==> src/rtl/img_pkg.sv <==
`default_nettype none
// +--------------------------------------------------------------------------+
// | img_pkg : image geometry, step-select encodings and scan FSM states      |
// | Rev 1.0 : initial release                                                |
// +--------------------------------------------------------------------------+
package img_pkg;

   localparam int IMG_W   = 320;
   localparam int IMG_H   = 240;
   localparam int COORD_W = 10;
   localparam int ADDR_W  = 17;

   typedef enum logic [1:0] {
      STEP_SEL_1   = 2'd0,
      STEP_SEL_2   = 2'd1,
      STEP_SEL_4   = 2'd2,
      STEP_SEL_RSV = 2'd3
   } step_sel_e;

   typedef enum logic [1:0] {
      IDLE = 2'd0,
      RUN  = 2'd1,
      DONE = 2'd2
   } state_e;

   // Reserved code behaves as no decimation.
   function automatic logic [2:0] decode_step(input logic [1:0] sel);
      logic [2:0] step;
      case (sel)
         STEP_SEL_2: step = 3'd2;
         STEP_SEL_4: step = 3'd4;
         default:    step = 3'd1;
      endcase
      return step;
   endfunction

endpackage
`default_nettype wire

==> src/rtl/pixel_addr_gen_if.sv <==
`default_nettype none
// +--------------------------------------------------------------------------+
// | pixel_addr_gen_if : scan control and pixel-coordinate output bundle      |
// | Rev 1.0 : initial release                                                |
// +--------------------------------------------------------------------------+
interface pixel_addr_gen_if #(
   parameter int COORD_W = img_pkg::COORD_W,
   parameter int ADDR_W  = img_pkg::ADDR_W
);
   logic               start;
   logic [1:0]         step_sel;
   logic               en;
   logic               busy;
   logic               valid;
   logic               last;
   logic               done;
   logic [COORD_W-1:0] img_x;
   logic [COORD_W-1:0] img_y;
   logic [ADDR_W-1:0]  address;

   modport master (
      input  start, step_sel, en,
      output busy, valid, last, done, img_x, img_y, address
   );

   modport slave (
      output start, step_sel, en,
      input  busy, valid, last, done, img_x, img_y, address
   );
endinterface
`default_nettype wire

==> src/rtl/pixel_addr_gen.sv <==
`default_nettype none
// +--------------------------------------------------------------------------+
// | pixel_addr_gen : row-major raster address generator with 1/2/4 decimation|
// | Rev 1.0 : initial release                                                |
// +--------------------------------------------------------------------------+
module pixel_addr_gen #(
   parameter int IMG_W   = img_pkg::IMG_W,
   parameter int IMG_H   = img_pkg::IMG_H,
   parameter int COORD_W = img_pkg::COORD_W,
   parameter int ADDR_W  = img_pkg::ADDR_W
) (
   input wire               clk,
   input wire               rst_n,
   pixel_addr_gen_if.master bus
);
   import img_pkg::state_e;
   import img_pkg::IDLE;
   import img_pkg::RUN;
   import img_pkg::DONE;
   import img_pkg::decode_step;

   localparam logic [COORD_W:0]  c_img_w_ext = (COORD_W+1)'(IMG_W);
   localparam logic [COORD_W:0]  c_img_h_ext = (COORD_W+1)'(IMG_H);
   localparam logic [ADDR_W-1:0] c_img_w_adr = ADDR_W'(IMG_W);

   state_e             r_state, w_state_nxt;
   logic [2:0]         r_step, w_step_nxt;
   logic [COORD_W-1:0] r_x, w_x_nxt;
   logic [COORD_W-1:0] r_y, w_y_nxt;
   logic [ADDR_W-1:0]  r_row_base, w_row_base_nxt;
   logic [ADDR_W-1:0]  r_addr, w_addr_nxt;

   logic [COORD_W:0]   w_x_sum;
   logic [COORD_W:0]   w_y_sum;
   logic               w_col_ok;
   logic               w_row_ok;
   logic [ADDR_W-1:0]  w_row_inc;

   // One extra bit keeps the edge-of-image sum from wrapping.
   assign w_x_sum  = (COORD_W+1)'(r_x) + (COORD_W+1)'(r_step);
   assign w_y_sum  = (COORD_W+1)'(r_y) + (COORD_W+1)'(r_step);
   assign w_col_ok = (w_x_sum < c_img_w_ext);
   assign w_row_ok = (w_y_sum < c_img_h_ext);

   always_comb begin
      w_row_inc = c_img_w_adr;
      case (r_step)
         3'd2:    w_row_inc = c_img_w_adr << 1;
         3'd4:    w_row_inc = c_img_w_adr << 2;
         default: w_row_inc = c_img_w_adr;
      endcase
   end

   always_comb begin
      w_state_nxt    = r_state;
      w_step_nxt     = r_step;
      w_x_nxt        = r_x;
      w_y_nxt        = r_y;
      w_row_base_nxt = r_row_base;
      w_addr_nxt     = r_addr;
      case (r_state)
         IDLE: begin
            if (bus.start) begin
               w_step_nxt     = decode_step(bus.step_sel);
               w_x_nxt        = '0;
               w_y_nxt        = '0;
               w_row_base_nxt = '0;
               w_addr_nxt     = '0;
               w_state_nxt    = RUN;
            end
         end
         RUN: begin
            if (bus.en) begin
               if (w_col_ok) begin
                  w_x_nxt    = w_x_sum[COORD_W-1:0];
                  w_addr_nxt = r_addr + ADDR_W'(r_step);
               end else if (w_row_ok) begin
                  w_x_nxt        = '0;
                  w_y_nxt        = w_y_sum[COORD_W-1:0];
                  w_row_base_nxt = r_row_base + w_row_inc;
                  w_addr_nxt     = r_row_base + w_row_inc;
               end else begin
                  w_state_nxt = DONE;
               end
            end
         end
         DONE:    w_state_nxt = IDLE;
         default: w_state_nxt = IDLE;
      endcase
   end

   always_ff @(posedge clk or negedge rst_n) begin
      if (!rst_n) begin
         r_state    <= IDLE;
         r_step     <= 3'd1;
         r_x        <= '0;
         r_y        <= '0;
         r_row_base <= '0;
         r_addr     <= '0;
      end else begin
         r_state    <= w_state_nxt;
         r_step     <= w_step_nxt;
         r_x        <= w_x_nxt;
         r_y        <= w_y_nxt;
         r_row_base <= w_row_base_nxt;
         r_addr     <= w_addr_nxt;
      end
   end

   // Flags decode flopped state only, so no input reaches an output combinationally.
   assign bus.valid   = (r_state == RUN);
   assign bus.busy    = (r_state == RUN);
   assign bus.done    = (r_state == DONE);
   assign bus.last    = (r_state == RUN) && !w_col_ok && !w_row_ok;
   assign bus.img_x   = r_x;
   assign bus.img_y   = r_y;
   assign bus.address = r_addr;

endmodule
`default_nettype wire

==> src/flat_wrapper.sv <==
// flat-port wrapper written by rule: the top's interface ports become plain ports
module pixel_addr_gen_flat import img_pkg::state_e; import img_pkg::IDLE; import img_pkg::RUN; import img_pkg::DONE; import img_pkg::decode_step;
#(
   parameter int IMG_W   = img_pkg::IMG_W,
   parameter int IMG_H   = img_pkg::IMG_H,
   parameter int COORD_W = img_pkg::COORD_W,
   parameter int ADDR_W  = img_pkg::ADDR_W
)
  (clk, rst_n, bus_start, bus_step_sel, bus_en, bus_busy, bus_valid, bus_last, bus_done, bus_img_x, bus_img_y, bus_address);
  pixel_addr_gen_if #(.COORD_W(COORD_W), .ADDR_W(ADDR_W)) bus_i ();
  input wire clk;
  input wire rst_n;
  input wire logic [$bits(bus_i.start)-1:0] bus_start;
  input wire logic [$bits(bus_i.step_sel)-1:0] bus_step_sel;
  input wire logic [$bits(bus_i.en)-1:0] bus_en;
  output wire logic [$bits(bus_i.busy)-1:0] bus_busy;
  output wire logic [$bits(bus_i.valid)-1:0] bus_valid;
  output wire logic [$bits(bus_i.last)-1:0] bus_last;
  output wire logic [$bits(bus_i.done)-1:0] bus_done;
  output wire logic [$bits(bus_i.img_x)-1:0] bus_img_x;
  output wire logic [$bits(bus_i.img_y)-1:0] bus_img_y;
  output wire logic [$bits(bus_i.address)-1:0] bus_address;
  assign bus_i.start = bus_start;
  assign bus_i.step_sel = bus_step_sel;
  assign bus_i.en = bus_en;
  assign bus_busy = bus_i.busy;
  assign bus_valid = bus_i.valid;
  assign bus_last = bus_i.last;
  assign bus_done = bus_i.done;
  assign bus_img_x = bus_i.img_x;
  assign bus_img_y = bus_i.img_y;
  assign bus_address = bus_i.address;
  pixel_addr_gen #(.IMG_W(IMG_W), .IMG_H(IMG_H), .COORD_W(COORD_W), .ADDR_W(ADDR_W)) u_core (.clk(clk), .rst_n(rst_n), .bus(bus_i));
endmodule
==> config.mk <==
export PLATFORM = sky130hd
export DESIGN_NAME = pixel_addr_gen_flat
export DESIGN_NICKNAME = d
export VERILOG_FILES = /design/src/rtl/img_pkg.sv /design/src/rtl/pixel_addr_gen_if.sv /design/src/rtl/pixel_addr_gen.sv /design/src/flat_wrapper.sv
export SDC_FILE = /design/constraint.sdc
export NUM_CORES = 1
export LEC_CHECK = 0
export CAP_MARGIN = 40
export CORE_UTILIZATION = 28
export DETAILED_ROUTE_END_ITERATION = 8
export PLACE_DENSITY_LB_ADDON = 0.2
export SLEW_MARGIN = 20
export SYNTH_ARGS = -nofsm -noshare
export SYNTH_HDL_FRONTEND = slang
export SYNTH_SLANG_ARGS = --single-unit
==> constraint.sdc <==
create_clock -name clk -period 2.85 [get_ports clk]
set_input_delay 0.285 -clock clk [delete_from_list [all_inputs] [get_ports clk]]
set_output_delay 0.285 -clock clk [all_outputs]
set_load 0.05 [all_outputs]
After elaboration in Yosys (flattened, before gate mapping)
Cells that the tools add are included.
- reduce and logical (&&, ||, !) cells: 10
- $add $sub $neg: 4
- muxes and demuxes: 24
- magnitude comparators: 2
- eq/ne operators: 12
- operators by type and width (kind ; count):
    two-way mux 17 bit ; 6
    two-way mux 10 bit ; 7
    one-hot mux 17 bit (2 select lines) ; 2
    one-hot mux 10 bit (2 select lines) ; 2
    adder 10 x 3 -> 11 bit ; 2
    one-hot mux 11 bit (2 select lines) ; 1
    adder 17 x 11 -> 17 bit ; 1
    adder 17 x 3 -> 17 bit ; 1
    < comparator 11 x 8 -> 1 bit, second input constant ; 1
    < comparator 11 x 9 -> 1 bit, second input constant ; 1
    two-way mux 2 bit ; 4
    != test 2 bit, second input constant ; 4
    AND reduction 4 bit ; 2
    one-hot mux 3 bit (2 select lines) ; 1
    AND reduction 5 bit ; 1
    equality test 2 x 1 -> 1 bit, second input constant ; 2
    equality test 2 bit, second input constant ; 2
    one-hot mux 2 bit (2 select lines) ; 1
    equality test 3 x 2 -> 1 bit, second input constant ; 1
    equality test 3 bit, second input constant ; 1
    != test 3 x 1 -> 1 bit, second input constant ; 1
    logical AND 1 bit ; 2
    zero test 1 bit ; 2
    zero test 2 bit ; 1
    3 further kinds ; 3
- input bits: 6
- register bits: 59
- output and inout port bits: 41

Longest topological paths before layout
Gate-level depths: netlist (run 1).
- word-level depth: 7
- mapped depth: 12
- depth with buffers taken out: 12

Worst setup path after synthesis (run 1)
No wires, ideal clock.
- kind: register -> output
- from: reg u_core.r_x[0], in the netlist u_core.bus.img_x[0]
- to: out bus_last
- data arrival time: 3059 ps
- stages on the path, launching flop included: 10
- buffers on the path: 1
- slack: -494 ps
- required time: 2565 ps
- path through: dfrtp_1 -> ha_1 -> fa_1 -> a21o_1 -> o2111a_1 -> nor3_2 -> or2_1 -> buf_4 -> o21ai_1 -> nor2_1
- word-level cells in the longest chain between the ends: 5
- RTL lines (element ; line ; text):
    from (decl) ; pixel_addr_gen.sv:28 ; logic [COORD_W-1:0] r_x, w_x_nxt;
    from (signal assigned) ; pixel_addr_gen.sv:103 ; r_x <= w_x_nxt;
    adder 10 x 3 -> 11 bit ; pixel_addr_gen.sv:40 ; assign w_x_sum = (COORD_W+1)'(r_x) + (COORD_W+1)'(r_step);
    < comparator 11 x 9 -> 1 bit ; pixel_addr_gen.sv:42 ; assign w_col_ok = (w_x_sum < c_img_w_ext);
    zero test 1 bit ; pixel_addr_gen.sv:114 ; assign bus.last = (r_state == RUN) && !w_col_ok && !w_row_ok;
    logical AND 1 bit (2 in series) ; pixel_addr_gen.sv:114 ;
    to (decl) ; flat_wrapper.sv:18 ; output wire logic [$bits(bus_i.last)-1:0] bus_last;
Every way passes these cells.

Worst setup path in the final report (run 1)
- from: reg u_core.r_step[0]
- to: out bus_last
- word-level cells in the longest chain between the ends: 5
- elaborated cells on any way between the ends: 8
- RTL lines (element ; line ; text):
    from (decl) ; pixel_addr_gen.sv:27 ; logic [2:0] r_step, w_step_nxt;
    from (signal assigned) ; pixel_addr_gen.sv:102 ; r_step <= w_step_nxt;
    adder 10 x 3 -> 11 bit ; pixel_addr_gen.sv:40 ;
    < comparator 11 x 9 -> 1 bit ; pixel_addr_gen.sv:42 ;
    zero test 1 bit ; pixel_addr_gen.sv:114 ;
    logical AND 1 bit ; pixel_addr_gen.sv:114 ;
    logical AND 1 bit * ; pixel_addr_gen.sv:114 ;
Mark *: on every way between the ends. The rest lies on a longest branch, timed or not.

==> run summary, run 1 <==
unrepaired setup endpoints after global routing = yes
minimum clock period = 2.99 ns
Final Non-Filler Cells = 684
Cells after DPL = 664
syn avg cell area = 9.16 sq um
Yosys top cell area share = 35.8%
Skew-Pair Late Insertion Delay = 0.30 ns
Root Buffer = clkbuf_16
final setup fails = 17
Antenna Nets Post-Route = 0
Fmax achieved = 334 MHz
total power = 4.37 mW
Tightest Pin Transition = 0.708 ns
CP max-delay cell = dfstp_2
Worst R2R Start = u_core.r_step[0]
CP top delay family = flip-flops
P_int = 2.47 mW
first-pass GRT wire length = 19.0 mm
cell area after layout = 0.00532 sq mm
post-synthesis cell count = 397
antenna violations before repair = 0
DR top layer = met4
FFs w/ async S/R, synth = 100%
synth warn = 0
Synth Net Count = 423
CTS Buffer Depth = 2
Core Box Area = 0.0126 sq mm
Synth cell types = 72
post-DP HPWL = 8.34 mm
crit path launch = u_core.r_step[0]
Slew HR = 52.8%
Post-Route Skew = 0.00543 ns
most common cell after layout, fill and taps aside = buf_4
H-tree depth = 2
IO Port Bufs = 46
DR vias/cell = 5.02
total of max-cap violations = 0
DR pass1 iterations = 4
Sequential Power Share = 26.9%
final core occ = 42.2%
vias in the first global route = 3624
worst vdd ir = 563 uV
P per Cell Area = 821 mW/mm^2
layout cells sized above 1 = 30.5%
Area after DPL = 0.00477 sq mm
register bit count reported by yosys = 53
Max Slew Vio Count = 0
register area share after synthesis = 36.5%
Mapped Area = 0.00363 sq mm
Die ar. = 0.0134 sq mm
post-route setup slack = -0.143 ns
Die Span X = 116 um
total CTS buffers = 5
GRT Residual Overflow = 0
DRC violations left = 0
die height = 116 um
clock power share = 18.2%
HP Class = in2async
outcome = finished with violations
most frequent cells in the layout = 60 x buf_4, 49 x dfrtp_1, 44 x nand2_1, 44 x clkdlybuf4s50_1, 22 x nand3_1
via count = 3436
Comb power frac = 54.8%
Leakage = 2.46 nW
EDFF count, synth = 0
Layout area overhead = 46.5%
gp weighted congestion = 0.861
WS Path Type = reg2out
ys flop type = dfrtp_1
met3 WL post-DR = 391 um
Worst EP arrival = 2.71 ns
Initial Utilization = 28.8%
top post-synthesis cells by area = dfrtp_1 36%, ha_1 5.5%, nand2_1 4.6%
I/O pins = 47
Max Fanout on Critical Path = 4
total wire length = 11.4 mm
CTS tree = built
M1 wire length = 5.35 mm
Sw Pwr = 1.90 mW
Total GRT Usage = 18.4%
DR WL/cell = 16.6 um
Crit path buffers/inverters = 3
crit path launch type = flip-flop
Final period util = 105%
met2 WL = 5.46 mm
Row Count = 41
largest net degree at the start of global routing = 31
failing checks = setup timing
top cell type by total area after synthesis = dfrtp_1
hold buffers post-CTS = 0
crit-path cells = ha_4, inv_2, fa_2, and2b_2, o211ai_1, and4b_4, o311a_1, o21ai_2, buf_6, nor2_4, buf_12
Critical Path Sink Type = output port
Fin. Hold Viols = 0
CP required = 2.57 ns
Switching Share = 43.5%
clk slew on worst S/H paths = 0.07 ns
fin nets = 537
antenna cells = 0
CTS Sinks = 53
DRT iter0 DRCs = 172
crit-path max cell delay = 0.56 ns
-- routing by layer --
layer / GRT usage [%] / vias to the layer above
met2: 30.6 / 60
li1: - / 1694
met3: 2.56 / 11
met4: 4.70 / 0
met5: 0 / -
met1: 25.0 / 1671
-- state kept, by name (all words and copies together), names as in the netlist --
| signal | flops |
|---|---|
| u_core.r_state | 2 |
| u_core.bus.img_x | 10 |
| u_core.bus.img_y | 10 |
| u_core.r_row_base | 11 |
| u_core.r_step | 3 |
| u_core.bus.address | 17 |
-- layout make-up --
class / count / area (sq um)
sequential: 53 / 1330
clock buffer: 5 / 125
timing repair buffer: 122 / 1110
inverter: 17 / 66.3
clock inverter: 3 / 65.1
fill: 1269 / 7300
multi-input combinational: 312 / 2410
tap: 172 / 215
-- power groups by stage --
stage	registers [mW]	logic, mW	clock network [mW]
final	1.18	2.40	0.798
after CTS	1.18	2.36	0.820
after global placement	1.19	2.21	0
after global routing	1.22	2.60	0.839
after floorplan	1.64	0.905	0
after detailed placement	1.19	2.22	0
-- logic make-up after synthesis --
logic type | share of synthesized area (%)
compound gates | 23.1
xor+xnor | 2.65
mux | 2.62
buf+inv | 4.23
simple gates | 23.1
fa+ha+maj | 7.71
flops | 36.5
-- path summary, 6_finish.rpt --
check | cells past startpoint | slack, ns | endpoint
max in group asynchronous | 2 | 2.14 | u_core.bus.address[14]
min reg2reg | 2 | 0.51 | u_core.r_row_base[8]
max reg2reg | 13 | -0.08 | u_core.bus.address[15]
max | 11 | -0.14 | bus_last
min | 1 | 0.03 | u_core.bus.img_y[8]
min in group clk | 2 | 0.51 | u_core.r_row_base[8]
-- synthesized netlist by cell type (5+ instances only) --
cell type	n
nand3_1	23
o211ai_1	6
ha_1	16
nor3_1	15
buf_2	5
a21o_1	8
nand2_1	45
clkbuf_1	5
nor2_1	24
mux2i_1	5
nor2b_1	5
xnor2_1	8
and3_1	17
inv_1	17
a31oi_1	6
dfrtp_1	52
a21oi_1	16
o21ai_0	16
a211o_1	8
-- per-stage QoR --
stage | setup slack, ns | TNS [ns] | hold WS, ns
2_1_floorplan | 0.0166 | 0 | -0.0106
3_3_place_gp | -0.0583 | -0.271 | 0.388
3_5_place_dp | -0.151 | -1.23 | 0.385
4_1_cts | -0.167 | -0.850 | 0.0644
5_1_grt | -0.258 | -5.09 | 0.103
6_report | -0.143 | -0.575 | 0.0341
-- repair_timing --
item / 4_1_cts / 5_1_grt
setup endpoints to repair: 28 / 49
gates cloned: 1 / 0
setup buffers: 10 / 2
resized for setup: 39 / 24
pin swaps: 20 / 16
Note: power is estimated with default switching activity, not from simulation.
==> run 2: changes to the inputs <==
--- a/config.mk
+++ b/config.mk
@@ -5,10 +5,10 @@
 export SDC_FILE = /design/constraint.sdc
 export NUM_CORES = 1
 export LEC_CHECK = 0
-export CAP_MARGIN = 40
 export CORE_UTILIZATION = 28
 export DETAILED_ROUTE_END_ITERATION = 8
 export PLACE_DENSITY_LB_ADDON = 0.2
+export SKIP_CTS_REPAIR_TIMING = 1
 export SLEW_MARGIN = 20
 export SYNTH_ARGS = -nofsm -noshare
 export SYNTH_HDL_FRONTEND = slang
==> run 2 against run 1 <==
The flow still finishes with violations (setup timing). Combinational power is essentially flat. Flip-flop and latch count is the same. Final area decreased by 0.31%. Final cell count up 0.15%. Clock power is 0.6% higher. Via count rose by 1.6%. Largest cell class unchanged. Largest power group unchanged.
==> run summary, run 2 (synthesized netlist as in run 1, its figures left out) <==
Critical Path Sink Type = output port (unchanged)
final core occ = 42.1% (was 42.2%)
DRT iter0 DRCs = 175 (was 172)
most frequent cells in the layout = 64 x buf_4, 49 x dfrtp_1, 44 x nand2_1, 44 x clkdlybuf4s50_1, 23 x nor2_1 (was 60 x buf_4, 49 x dfrtp_1, 44 x nand2_1, 44 x clkdlybuf4s50_1, 22 x nand3_1)
Final period util = 107% (was 105%)
antenna cells = 0 (unchanged)
via count = 3492 (was 3436)
CTS tree = built (unchanged)
r2r endpoint = u_core.bus.img_x[8] (was u_core.bus.address[15])
Final Non-Filler Cells = 685 (was 684)
Post-Route Skew = 0.00694 ns (was 0.00543 ns)
gp weighted congestion = 0.861 (unchanged)
post-route setup slack = -0.193 ns (was -0.143 ns)
flop2flop setup slack = -0.17 ns (was -0.08 ns)
Worst EP arrival = 2.76 ns (was 2.71 ns)
Largest register FFs = 17 (unchanged)
crit-path max cell delay = 0.58 ns (was 0.56 ns)
Layout fillers = 1259 (was 1269)
Setup TNS = -4.28 ns (was -0.575 ns)
FF-to-FF path depth = 15 (was 13)
total of max-cap violations = 0 (unchanged)
CTS Sinks = 53 (unchanged)
Max Slew Vio Count = 0 (unchanged)
DR WL/cell = 16.9 um (was 16.6 um)
total wire length = 11.5 mm (was 11.4 mm)
Skew-Pair Late Insertion Delay = 0.30 ns (about the same)
Layout area overhead = 46.0% (was 46.5%)
Initial Utilization = 28.8% (unchanged)
Cells after DPL = 664 (unchanged)
Root Buffer = clkbuf_16 (unchanged)
CP required = 2.57 ns (about the same)
total CTS buffers = 5 (unchanged)
outcome = finished with violations (unchanged)
largest net degree at the start of global routing = 31 (unchanged)
H-tree depth = 2 (unchanged)
failing checks = setup timing (unchanged)
CP dominant cell by count = buf_6
fin nets = 538 (was 537)
Total GRT Usage = 17.8% (was 18.4%)
Max Fanout on Critical Path = 4 (unchanged)
IO Port Bufs = 46 (unchanged)
post-DP HPWL = 8.34 mm (unchanged)
die height = 116 um (unchanged)
CP max-delay cell = dfstp_2 (unchanged)
DR pass1 iterations = 4 (unchanged)
I/O pins = 47 (unchanged)
final setup fails = 45 (was 17)
Tightest Pin Transition = 0.714 ns (was 0.708 ns)
Die Span X = 116 um (unchanged)
CTS Buffer Depth = 2 (unchanged)
first-pass GRT wire length = 18.5 mm (was 19.0 mm)
Slew HR = 52.4% (was 52.8%)
HP Class = in2async (unchanged)
vias in the first global route = 3552 (was 3624)
P per Cell Area = 820 mW/mm^2 (was 821 mW/mm^2)
GRT Residual Overflow = 0 (unchanged)
Die ar. = 0.0134 sq mm (unchanged)
crit path launch type = flip-flop (unchanged)
crit-path cells = ha_4, inv_2, fa_2, and2b_2, buf_4, buf_6, o2111ai_1, mux2_4, o21ai_2, buf_6, nor2_4, buf_12 (was ha_4, inv_2, fa_2, and2b_2, o211ai_1, and4b_4, o311a_1, o21ai_2, buf_6, nor2_4, buf_12)
minimum clock period = 3.04 ns (was 2.99 ns)
Core Box Area = 0.0126 sq mm (unchanged)
antenna violations before repair = 0 (unchanged)
DRC violations left = 0 (unchanged)
Fmax achieved = 329 MHz (was 334 MHz)
Leakage = 2.45 nW (was 2.46 nW)
clk slew on worst S/H paths = 0.07 ns (about the same)
total power = 4.35 mW (was 4.37 mW)
Antenna Nets Post-Route = 0 (unchanged)
Fin. Hold Viols = 0 (unchanged)
worst vdd ir = 536 uV (was 563 uV)
Worst R2R Start = u_core.r_step[0] (unchanged)
most common cell after layout, fill and taps aside = buf_4 (unchanged)
WS Path Type = reg2out (unchanged)
DR vias/cell = 5.10 (was 5.02)
unrepaired setup endpoints after global routing = yes (unchanged)
layout cells sized above 1 = 29.6% (was 30.5%)
Row Count = 41 (unchanged)
-- run 2: worst max-delay path: cells and delay by family, from the launching register on --
kind	cells	cell delay, ns
multiplexers	1	0.35
buffers and inverters	5	0.53
flip-flops	1	0.58
adder cells (fa/ha/maj)	2	0.46
AO/OA/AOI/OAI	2	0.25
AND/OR/NAND/NOR	2	0.27
-- run 2: per-stage QoR --
| step | hold slack [ns] | instance area [sq um] | setup slack [ns] |
|---|---|---|---|
| 4_1_cts | 0.0644 | 4960 | -0.374 |
| 2_1_floorplan | -0.0106 | 3690 | 0.0166 |
| 5_1_grt | 0.102 | 5310 | -0.297 |
| 6_report | 0.0351 | 5310 | -0.193 |
| 3_5_place_dp | 0.385 | 4770 | -0.151 |
| 3_3_place_gp | 0.388 | 4770 | -0.0583 |
-- run 2: final cells by class --
| cell class | instances | area [sq um] | area share, % |
|---|---|---|---|
| Clock inverter | 3 | 65.1 | 1.23 |
| Timing Repair Buffer | 123 | 1100 | 20.8 |
| Multi-Input combinational cell | 312 | 2400 | 45.3 |
| Clock buffer | 5 | 125 | 2.36 |
| Tap cell | 172 | 215 | 4.05 |
| Sequential cell | 53 | 1330 | 25.1 |
| Inverter | 17 | 63.8 | 1.20 |
-- run 2: worst max path at each step --
stage,startpoint,endpoint,slack (ns),depth (start not counted)
floorplan,u_core.bus.img_x[0],bus_last,0.02,9
global placement,u_core.r_step[0],u_core.bus.img_y[6],-0.06,12
detailed placement,u_core.r_step[0],u_core.bus.img_y[6],-0.15,12
CTS,u_core.r_step[0],bus_last,-0.37,12
global route,u_core.r_step[0],bus_last,-0.30,13
finish,u_core.r_step[0],bus_last,-0.19,12
-- run 2: per-layer routing --
layer	GRT usage (%)	wire, um	share of wire, %
met4	4.27	216	1.9
met3	2.72	410	3.6
met5	0	0	0
met2	29.4	5550	48
met1	24.5	5370	46
-- run 2: power by group --
group | internal [mW] | switching (mW)
Combinational | 0.999 | 1.37
Clock | 0.503 | 0.300
Sequential | 0.942 | 0.242
==> run 3: changes to the inputs <==
--- a/config.mk
+++ b/config.mk
@@ -8,6 +8,7 @@
 export CORE_UTILIZATION = 28
 export DETAILED_ROUTE_END_ITERATION = 8
 export PLACE_DENSITY_LB_ADDON = 0.2
+export RECOVER_POWER = 100
 export SKIP_CTS_REPAIR_TIMING = 1
 export SLEW_MARGIN = 20
 export SYNTH_ARGS = -nofsm -noshare
==> run 3 against run 2 <==
The flow finishes with violations (capacitance limit, slew limit, setup timing). Total power down 1.4%. Flip-flop and latch count unchanged. Clock power about the same. Worst setup slack better by 0.0022 ns. Hold slack improved by 0.40 ns. Via count up 0.17%. Global-route usage did not move. Sequential share of layout area rose by 0.059 points.
==> run summary, run 3 (synthesized netlist as in run 1, its figures left out) <==
Layout area overhead = 45.7% (was 46.0%)
CTS Buffer Depth = 2 (unchanged)
crit path launch type = flip-flop (unchanged)
Die Span X = 116 um (unchanged)
Fmax achieved = 329 MHz (about the same)
via count = 3498 (was 3492)
DR WL/cell = 16.9 um (about the same)
Switching Share = 44.3% (was 43.9%)
Max Slew Vio Count = 31 (was 0)
vias in the first global route = 3552 (unchanged)
unrepaired setup endpoints after global routing = yes (unchanged)
Final period util = 107% (about the same)
gp weighted congestion = 0.861 (unchanged)
worst vdd ir = 521 uV (was 536 uV)
Leakage = 2.49 nW (was 2.45 nW)
most common cell after layout, fill and taps aside = buf_4 (unchanged)
Sw Pwr = 1.90 mW (was 1.91 mW)
r2r endpoint = u_core.r_row_base[12] (was u_core.bus.img_x[8])
DR pass1 iterations = 4 (unchanged)
Row Count = 41 (unchanged)
total power = 4.30 mW (was 4.35 mW)
post-route setup slack = -0.190 ns (was -0.193 ns)
final setup fails = 47 (was 45)
P_int = 2.39 mW (was 2.44 mW)
crit-path cells = ha_4, inv_2, fa_2, and2b_2, buf_4, buf_6, o2111ai_1, mux2_4, o21ai_2, buf_6, nor2_4, buf_12 (unchanged)
antenna violations before repair = 0 (unchanged)
post-DP HPWL = 8.34 mm (unchanged)
failing checks = capacitance limit, slew limit, setup timing (was setup timing)
Max Fanout on Critical Path = 4 (unchanged)
Worst R2R Start = u_core.r_step[0] (unchanged)
Initial Utilization = 28.8% (unchanged)
Core Box Area = 0.0126 sq mm (unchanged)
fin nets = 538 (unchanged)
I/O pins = 47 (unchanged)
Critical Path Sink Type = output port (unchanged)
DRT iter0 DRCs = 207 (was 175)
WS Path Type = reg2out (unchanged)
HP Class = in2async (unchanged)
Sequential Power Share = 27.4% (was 27.2%)
Worst EP arrival = 2.76 ns (about the same)
Comb power frac = 53.9% (was 54.4%)
CP dominant cell by count = buf_6 (unchanged)
CTS tree = built (unchanged)
CP required = 2.57 ns (about the same)
Antenna Nets Post-Route = 0 (unchanged)
Root Buffer = clkbuf_16 (unchanged)
clock power share = 18.7% (was 18.4%)
CP max-delay cell = dfstp_2 (unchanged)
worst setup path endpoint = bus_last (unchanged)
FF-to-FF path depth = 13 (was 15)
DR vias/cell = 5.11 (was 5.10)
most frequent cells in the layout = 61 x buf_4, 49 x dfrtp_1, 44 x nand2_1 (was 64 x buf_4, 49 x dfrtp_1, 44 x nand2_1, 44 x clkdlybuf4s50_1, 23 x nor2_1)
largest net degree at the start of global routing = 31 (unchanged)
clk slew on worst S/H paths = 0.07 ns (about the same)
layout cells sized above 1 = 28.8% (was 29.6%)
P per Cell Area = 811 mW/mm^2 (was 820 mW/mm^2)
flop2flop setup slack = -0.18 ns (was -0.17 ns)
crit path launch = u_core.r_step[0] (unchanged)
final core occ = 42.0% (was 42.1%)
total of max-cap violations = 1 (was 0)
antenna cells = 0 (unchanged)
CTS Sinks = 53 (unchanged)
first-pass GRT wire length = 18.5 mm (unchanged)
Slew HR = -16.1% (was 52.4%)
Skew-Pair Late Insertion Delay = 0.30 ns (about the same)
total wire length = 11.6 mm (was 11.5 mm)
Total GRT Usage = 17.8% (unchanged)
Post-Route Skew = 0.00703 ns (was 0.00694 ns)
outcome = finished with violations (unchanged)
crit-path max cell delay = 0.58 ns (about the same)
die height = 116 um (unchanged)
Tightest Pin Transition = 1.74 ns (was 0.714 ns)
H-tree depth = 2 (unchanged)
GRT Residual Overflow = 0 (unchanged)
IO Port Bufs = 46 (unchanged)
total CTS buffers = 5 (unchanged)
Fin. Hold Viols = 0 (unchanged)
DRC violations left = 0 (unchanged)
Largest register FFs = 17 (unchanged)
Die ar. = 0.0134 sq mm (unchanged)
minimum clock period = 3.04 ns (about the same)
## run 3: critical path: cells and delay by family (launching register included)
kind	cells	cell delay, ns
DFF	1	0.58
buffers and inverters	5	0.53
adders and majority gates	2	0.46
muxes	1	0.35
and+or+nand+nor	2	0.27
AOI/OAI and AO/OA	2	0.25
## run 3: power groups by stage
stage                     Sequential [mW]  Clock, mW  Combinational [mW]
after floorplan                      1.64          0               0.905
after global placement               1.19          0                2.21
after detailed placement             1.19          0                2.22
after CTS                            1.18      0.820                2.23
after global routing                 1.22      0.839                2.51
final                                1.18      0.802                2.32
## run 3: final cells by class
cell class	instances	area (sq um)
fill	1262	7320
multi-input combinational	312	2400
sequential	53	1330
timing repair buffer	123	1090
tap	172	215
clock buffer	5	125
clock inverter	3	65.1
inverter	17	63.8
## run 3: per-layer routing
layer	part of all wire [%]	vias up	GRT usage, %
li1	-	1700	-
met1	47	1709	24.5
met2	48	73	29.4
met3	3.6	16	2.72
met4	1.9	0	4.27
met5	0	-	0
## run 3: how the worst min path moves through the flow
stage | start | endpoint | depth (start not counted)
final | rst_n | u_core.bus.img_x[0] | 1
after detailed placement | rst_n | u_core.bus.img_y[8] | 1
after global routing | u_core.r_row_base[16] | u_core.r_row_base[16] | 1
after floorplan | rst_n | u_core.bus.address[0] | 0
after CTS | rst_n | u_core.bus.address[10] | 1
after global placement | rst_n | u_core.bus.img_y[8] | 1
## run 3: metrics by stage
step | hold WS, ns | setup TNS, ns | area (sq um) | cells | setup WS (ns)
after floorplan | -0.0106 | 0 | 3690 | 397 | 0.0166
after detailed placement | 0.385 | -1.23 | 4770 | 664 | -0.151
after CTS | 0.0644 | -2.29 | 4960 | 672 | -0.374
after global routing | 0.539 | -9.90 | 5300 | 685 | -0.297
final | 0.440 | -4.44 | 5300 | 685 | -0.190
after global placement | 0.388 | -0.271 | 4770 | 664 | -0.0583
